**src/rtl/mux_address_bus_pkg.sv**
```systemverilog
// Shared defaults, select encodings and PC zero-extension helper for mux_address_bus.
package mux_address_bus_pkg;

    localparam int unsigned ADDR_W_DEF = 16;
    localparam int unsigned PC_W_DEF   = 8;

    localparam logic SEL_PC  = 1'b1;
    localparam logic SEL_BUS = 1'b0;

    // Zero-extend a default-width PC address to the default address-bus width.
    function automatic logic [ADDR_W_DEF-1:0] zext_pc(input logic [PC_W_DEF-1:0] pc);
        return ADDR_W_DEF'(pc);
    endfunction

endpackage

```
**src/rtl/mux_address_sel.sv**
```systemverilog
// Combinational source select: zero-extended PC address or the data address bus.
module mux_address_sel
    import mux_address_bus_pkg::*;
#(
    parameter int unsigned ADDR_W = ADDR_W_DEF,
    parameter int unsigned PC_W   = PC_W_DEF
) (
    input  logic              sel,
    input  logic [PC_W-1:0]   pc_addr,
    input  logic [ADDR_W-1:0] bus_addr,
    output logic [ADDR_W-1:0] next_addr_c
);

    logic [ADDR_W-1:0] pc_ext;

    // Default widths use the shared helper; other widths extend by an unsigned cast.
    if (ADDR_W == ADDR_W_DEF && PC_W == PC_W_DEF) begin : g_ext_def
        assign pc_ext = zext_pc(pc_addr);
    end else begin : g_ext_gen
        assign pc_ext = ADDR_W'(pc_addr);
    end

    // Explicit if/else so the unselected source never reaches the output.
    always_comb begin
        next_addr_c = bus_addr;
        if (sel == SEL_PC) begin
            next_addr_c = pc_ext;
        end
    end

endmodule

```
**src/rtl/mux_address_bus.sv**
```systemverilog
// Registered 2:1 memory address source selector with a travelling source flag.
// Optional even-parity output is compiled in with `define MUX_ADDR_BUS_PARITY_EN.
module mux_address_bus
    import mux_address_bus_pkg::*;
#(
    parameter int unsigned ADDR_W = ADDR_W_DEF,
    parameter int unsigned PC_W   = PC_W_DEF
) (
    input  logic              clk,
    input  logic              rst_n,
    input  logic              en,
    input  logic              sel,
    input  logic [PC_W-1:0]   pc_addr,
    input  logic [ADDR_W-1:0] bus_addr,
    output logic [ADDR_W-1:0] addr_out,
`ifdef MUX_ADDR_BUS_PARITY_EN
    output logic              src_pc,
    output logic              addr_par
`else
    output logic              src_pc
`endif
);

    // Reject PC widths that cannot be zero-extended into the address bus.
    if (PC_W == 0 || PC_W > ADDR_W) begin : g_bad_width
        $error("mux_address_bus: PC_W must satisfy 1 <= PC_W <= ADDR_W");
    end

    logic [ADDR_W-1:0] next_addr_c;

    mux_address_sel #(
        .ADDR_W (ADDR_W),
        .PC_W   (PC_W)
    ) u_sel (
        .sel         (sel),
        .pc_addr     (pc_addr),
        .bus_addr    (bus_addr),
        .next_addr_c (next_addr_c)
    );

    // Capture the selected address and its source on enabled edges; hold otherwise.
    always_ff @(posedge clk or negedge rst_n) begin
        if (!rst_n) begin
            addr_out <= '0;
            src_pc   <= 1'b0;
        end else if (en) begin
            addr_out <= next_addr_c;
            src_pc   <= sel;
        end
    end

`ifdef MUX_ADDR_BUS_PARITY_EN
    // Parity is computed from the next address so it lines up with addr_out.
    always_ff @(posedge clk or negedge rst_n) begin
        if (!rst_n) begin
            addr_par <= 1'b0;
        end else if (en) begin
            addr_par <= ^next_addr_c;
        end
    end
`endif

endmodule

```
**config.mk**
```make
export PLATFORM = sky130hd
export DESIGN_NAME = mux_address_bus
export DESIGN_NICKNAME = d
export VERILOG_FILES = /design/src/rtl/mux_address_bus_pkg.sv /design/src/rtl/mux_address_sel.sv /design/src/rtl/mux_address_bus.sv
export SDC_FILE = /design/constraint.sdc
export NUM_CORES = 1
export LEC_CHECK = 0
export CORE_ASPECT_RATIO = 0.7
export CORE_MARGIN = 4
export CORE_UTILIZATION = 35
export CTS_CLUSTER_DIAMETER = 80
export DETAILED_ROUTE_END_ITERATION = 8
export GPL_TIMING_DRIVEN = 0
export PLACE_DENSITY = 0.75
export SYNTH_ARGS = -nofsm -noshare
export SYNTH_HDL_FRONTEND = slang
export SYNTH_SLANG_ARGS = --single-unit
```
**constraint.sdc**
```tcl
create_clock -name clk -period 0.8 [get_ports clk]
set_input_delay 0.08 -clock clk [delete_from_list [all_inputs] [get_ports clk]]
set_output_delay 0.08 -clock clk [all_outputs]
set_load 0.02 [all_outputs]
```
# After elaboration in Yosys (flattened, before gate mapping)
# Index checks and enable logic that the tools add are counted.
[totals] in_bits=28 output_inout_bits=17 elab_cells=3 ff_bits=17
[classes] mux=1
[ops] cell="2-to-1 mux 16 bit" count=1

# Longest topological paths before layout
[logic_depth] depth_word=1 ltp_mapped=4 ltp_nobuf=2

# By module
# A second synthesis with hierarchy kept.
[unflattened] cells_unflattened=54 hier_area_um2=879.6
[by_module_without_submodules] mod="mux_address_bus" n_inst=1 cells_per_inst=36 area_per_inst_um2=685.7 seq_area_each_um2=425.4
[by_module_without_submodules] mod="mux_address_sel" n_inst=1 cells_per_inst=18 area_per_inst_um2=193.9 seq_area_each_um2=0.0

# Worst setup path after synthesis
# OpenSTA, ideal clock, no wires.
[synth_path] path_type="register to register" startpoint="register src_pc (netlist name)" endpoint="register src_pc" synth_period_minus_slack_ps=826 setup_time_ps=125 arrival_ps=701 stages_incl_launch_ff=2 slack_ps=-26 n_path_buf=0 required_time_ps=675 path_cell_list="dfrtp_1 > mux2_2"
[synth_rtl] item="to (signal assigned)" line="mux_address_bus.sv:48" text="src_pc <= sel;"
[synth_rtl] item="to (decl)" line="mux_address_bus.sv:20" text="output logic src_pc"

# Worst setup path after layout
[layout_path] startpoint="register addr_out[4]" endpoint="output addr_out[4]"
[layout_rtl] item="from (decl)" line="mux_address_bus.sv:15" text="output logic [ADDR_W-1:0] addr_out,"
[layout_rtl] item="from (signal assigned)" line="mux_address_bus.sv:47" text="addr_out <= next_addr_c;"
# No word-level cell between the ends.

==> impl_metrics.tcl <==
set metrics [dict create \
    antennaDiodeCount 0 \
    synth_warnings 0 \
    nFillCells 162 \
    syn_inst 69 \
    rsz0062_at_grt "true" \
    clock_sinks 17 \
    slowest_delay_ns 0.41 \
    max_freq_mhz 1084 \
    fp-row-count 13 \
    reg2reg_from "addr_out[8]$_DFFE_PN0P_" \
    yosys.area.top_type_share_pct 56.01 \
    power.leakage_uw 0.0006294 \
    core_area_sq_um 1952 \
    crit_path_start "addr_out[4]$_DFFE_PN0P_" \
    die_width_um 63.68 \
    crit_buf_inv 1 \
    relSlewSlack_pct 49.96 \
    syn_nets 97 \
    grt_pass1_wl_um 3394 \
    finalClockSkew_ns 0 \
    insertion_delay_ns 0.29 \
    path_depth 1 \
    path_class "reg -> out" \
    overflow 0 \
    drt_pass1_iterations 2 \
    drt_iter0_drc 5 \
    stdcell_area_sq_um 1344 \
    final-setup-viol-count 18 \
    post-route-period-util_pct 115.4 \
    port_buffers 43 \
    num_vias 698 \
    dpl.cell_count 134 \
    cts_tree "built" \
    synthDistinctLibCells 16 \
    synth_top_area_cell "dfrtp_1" \
    hold_class "in -> async" \
    async_flop_share_pct 100.0 \
    nets 153 \
    clkTransAtPathRegs_ns 0.09 \
    layout.cells.non_filler 146 \
    grt_max_degree 18 \
    htreeDepth 1 \
    crit_slowest_cell "dfrtp_1" \
    synth_edf_count 0 \
    max_cap_violations 0 \
    required_ns 0.72 \
    worst-slew-pin-transition_ns 0.7494 \
    antenna_found_initial 0 \
    preCtsSetupSlack_ns -0.4651 \
    cp-end-kind "primary output" \
    netlist_area_sq_um 759.5 \
    clock_path_buffers 2 \
    multiInputGateArea_sq_um 271.5 \
    setup_ws_ns -0.1229 \
    cts_hold_buf 0 \
    rr_worst_depth 4 \
    powerDensity_nw_per_um2 1575 \
    ant_nets 0 \
    crit_chain "buf_6" \
    arrival_ns 0.84 \
    final_max_slew_viol_count 0 \
    synth_area_leaders "dfrtp_1 (56%), mux2i_1 (11%), nand3b_1 (5.9%), a21oi_1 (5.3%), o21ai_1 (4.0%)" \
    viasPerCell 4.781 \
    crit_fanout 2 \
    cpLargestDelayFamily "flip-flops" \
    synth-seq-cells 17 \
    failed_checks "hold timing, setup timing" \
    synth_common_cells "dfrtp_1 (17), a21oi_1 (8), mux2i_1 (8), nor2_1 (8)" \
    ys_seq_area_share_pct 56.01 \
    drive_gt1_share_pct 33.06 \
    post_drt_wl_per_cell_um 13.95 \
    total_power_uw 2117 \
    root_buffer "clkbuf_4" \
    final_hold_viol_count 17 \
    outcome "finished, violations left" \
    hold_ws_ns -0.1664 \
    synth_flop_cell "dfrtp_1" \
    place_congestion 0.6925 \
    cts_buffers 3 \
    layout_min_cycle_time_ns 0.9229 \
    die_h_um 46.98 \
    avgSynthCellArea_sq_um 11.01 \
    num_io_pins 45 \
    syn_to_final_growth_pct 76.94 \
    dieArea_sq_um 2991 \
    register_area_sq_um 426.7 \
    initial_core_util_pct 38.91 \
    yosysMostFrequentCell "dfrtp_1" \
    place_hpwl_um 1539 \
    placed_area_sq_um 1219 \
    remaining_drc_errors 0 \
    max-vdd-ir-drop_uv 763.0 \
    grtUsageTotal_pct 15.27 \
    grt_pass1_vias 717 \
    worstSetupStartpointType "flop" \
    wl_um 2037 \
]
==> logic make-up after synthesis <==
logic type	synth area share, %
flops	56.01
simple gates	10.71
buf+inv	9.719
mux	12.03
compound gates	11.53
==> where the power goes <==
part	leakage (uW)	switching, uW	total [uW]	internal [uW]
Sequential	0.000204	58.9	998	939
Clock	0.0000150	266	460	194
Combinational	0.000411	274	659	385
==> area by class of cell <==
| class | count | area share (%) |
|---|---|---|
| Buffer | 5 | 3.911 |
| Clock buffer | 4 | 1.955 |
| Inverter | 7 | 1.955 |
| Multi-Input combinational cell | 40 | 20.20 |
| Sequential cell | 17 | 31.75 |
| Tap cell | 22 | 2.048 |
| Timing Repair Buffer | 51 | 38.18 |
==> flip-flops by register name, indices dropped and copies added (netlist names) <==
register  count
addr_out     16
src_pc        1
==> per-layer routing <==
metal  vias up  global-route usage (%)  wire length [um]
met2        34                   26.76               931
met1       317                   17.01               869
met4         0                   6.438                33
met3         5                   6.459               203
met5         -                       0                 0
li1        342                       -                 -
==> worst paths after layout <==
kind                                            end  slack [ns]
setup reg to reg            addr_out[8]$_DFFE_PN0P_       -0.05
hold reg to reg            addr_out[10]$_DFFE_PN0P_        0.53
min in group clk            addr_out[1]$_DFFE_PN0P_        0.15
setup / recovery                        addr_out[4]       -0.12
max in group asynchronous        src_pc$_DFFE_PN0P_        0.45
hold / removal             addr_out[15]$_DFFE_PN0P_       -0.17
==> through the flow <==
step,utilization (%),setup TNS [ns]
after detailed placement,62.44,-15.38
after global placement,62.44,-14.62
after CTS,66.22,-2.007
after floorplan,-,-0.01320
final,68.85,-1.924
after global routing,68.85,-2.461
==> what timing repair did <==
action,in CTS,in global routing
buffers inserted,3,5
gates cloned,0,0
endpoints found under the hold margin,0,17
pin swaps,0,0
resized for setup,105,6
endpoints found under the setup margin,30,34
==> cell usage in the layout (no fill, tap or decap), drive strengths merged <==
cell type and count:
a21oi 8, a22o 2, buf 29, clkbuf 5
clkdlybuf4s50 24, dfrtp 17, dlygate4sd2 1, dlymetal6s2s 1
inv 7, mux2 1, mux2i 8, nand3b 6
nor2 8, nor2b 1, o21ai 6
(Power assumes the default switching activity.)
==> variant (config.mk and constraints unchanged) <==
The option `MUX_ADDR_BUS_PARITY_EN` is turned on by a define.
--- a/src/rtl/mux_address_bus.sv
+++ b/src/rtl/mux_address_bus.sv
@@ -1,5 +1,7 @@
 // Registered 2:1 memory address source selector with a travelling source flag.
 // Optional even-parity output is compiled in with `define MUX_ADDR_BUS_PARITY_EN.
+`define MUX_ADDR_BUS_PARITY_EN
+
 module mux_address_bus
     import mux_address_bus_pkg::*;
 #(
Formal check against the unedited RTL (old outputs only; new: addr_par): equivalent (equiv_simple and equiv_induct, registers matched by name and starting in step).
==> variant against the unedited design <==
The run ends with setup timing left; maximum frequency shrank 16%; die area up 26%; sequential share of layout area is 4.2 points lower; total power rose by 37%; cell area increased by 22%; global-route usage increased by 0.40 points; synthesized cell count grew 43%; synthesized area grew 31%; worst setup slack got worse by 0.17 ns; first-iteration DRC count rose to 2.8 times the old value; sequential cell count increased by 1; combinational power up 59%; routed wire length increased by 34%.
==> variant: results <==
[outcome]
result_of_the_run = "finished with violations"
failed_checks = "setup timing"

[timing]
timing.final.setup_violations = 19
final_critical_path_setup_slack_ns = -0.2936

[synth]
share_of_the_synthesized_area_in_compound_gates_ao_oa_aoi_oai_pct = 8.040
post_synth_most_frequent_cells = "sky130_fd_sc_hd__dfrtp_1 (18), sky130_fd_sc_hd__mux2i_1 (12), sky130_fd_sc_hd__xor2_1 (10), sky130_fd_sc_hd__nor2_1 (9), sky130_fd_sc_hd__xnor2_1 (9)"
synthesis.nets = 127
seq_area_frac_synth_pct = 45.23
syn_inst = 99
post_synth_num_cell_types = 15
synth_area_leaders = "sky130_fd_sc_hd__dfrtp_1 (45%), sky130_fd_sc_hd__mux2i_1 (12%), sky130_fd_sc_hd__xor2_1 (8.8%)"
synth_mux_area_share_pct = 14.70

[drt]
routedWlPerCell_um = 14.48
vias_per_cell = 4.698
vias = 888
drt_first_iter_violations = 14

[place]
dp_worst_setup_slack_ns = -1.102
place_congestion = 0.7764
numPlacedInstances = 177
port_buffers = 44
dpl_cell_area_um2 = 1490
dp_hpwl_um = 2148

[worst_setup_path]
critPathTopFamily = "XOR/XNOR gates"
reg2reg_from = "src_pc"
crit_arrival_ns = 1.24
worst_path_max_stage_delay_ns = 0.25
critical_path_top_delay_cell = "sky130_fd_sc_hd__mux2_4"

[cts]
cts_root_buffer = "sky130_fd_sc_hd__clkbuf_8"
worst_setup_hold_path_clk_slew_ns = 0.07
tritoncts.num_buffers = 3

[global_routing]
vias_in_the_first_global_route = 964
grt_pass1_wl_um = 4409
grt.total_usage_pct = 15.67

[finish]
layout-drive-gt1-share_pct = 46.45
largest_registers = "addr_out: 16 flops, addr_par: 1 flops, src_pc: 1 flops"

[power_and_ir_drop]
leakage_nw = 0.7698
[variant: cell types whose count changed after synthesis, sizes merged, moves of 2 or more]
cell / before / now
buf: 4 / 1
clkbuf: 1 / 5
a22o: 2 / 0
xnor2: 0 / 9
o21ai: 6 / 8
nand2: 0 / 2
mux2i: 8 / 12
xor2: 0 / 10
[variant: worst max path at each step]
stage	from	end	slack, ns	cells after the start
6_report	pc_addr[7]	addr_par	-0.29	7
5_1_grt	pc_addr[5]	addr_par	-0.34	7
4_1_cts	pc_addr[5]	addr_par	-0.28	7
3_5_place_dp	sel	addr_par	-1.10	7
3_3_place_gp	sel	addr_par	-1.07	7
2_1_floorplan	sel	addr_par	-0.32	6
[variant: logic make-up after synthesis]
logic type | after synthesis
mux | 14
buf+inv | 14
xor+xnor | 19
flops | 18
compound gates | 16
simple gates | 18
[variant: per-layer routing]
layer | vias up | part of all wire (%) | wire [um] | track usage, %
met5 | - | 0 | 0 | 0
met4 | 0 | 0.99 | 27 | 3.438
met3 | 4 | 7.2 | 198 | 6.130
met2 | 28 | 52 | 1423 | 29.88
met1 | 427 | 40 | 1086 | 16.32
li1 | 429 | - | - | -
[variant: timing repair]
| item | CTS | global route |
|---|---|---|
| buffers inserted | 7 | 1 |
| endpoints found under the setup margin | 54 | 36 |
| hold buffers | 0 | 0 |
| pin swaps | 19 | 8 |
| gates resized for setup | 211 | 19 |
[variant: final cells by class]
type / instances / area (um2)
plain buffers: 6 / 46.29
flip-flops and latches: 18 / 451.7
inverters: 8 / 30.03
repair buffers: 52 / 442.9
multi-input cells: 67 / 568.0
clock buffers: 4 / 55.05
fillers: 230 / 953.4
well taps: 34 / 42.54
[variant: report_power, final]
group	switching, mW	internal [mW]
clock	0.313	0.438
combinational	0.479	0.574
sequential	0.0804	1.02
total	0.873	2.03
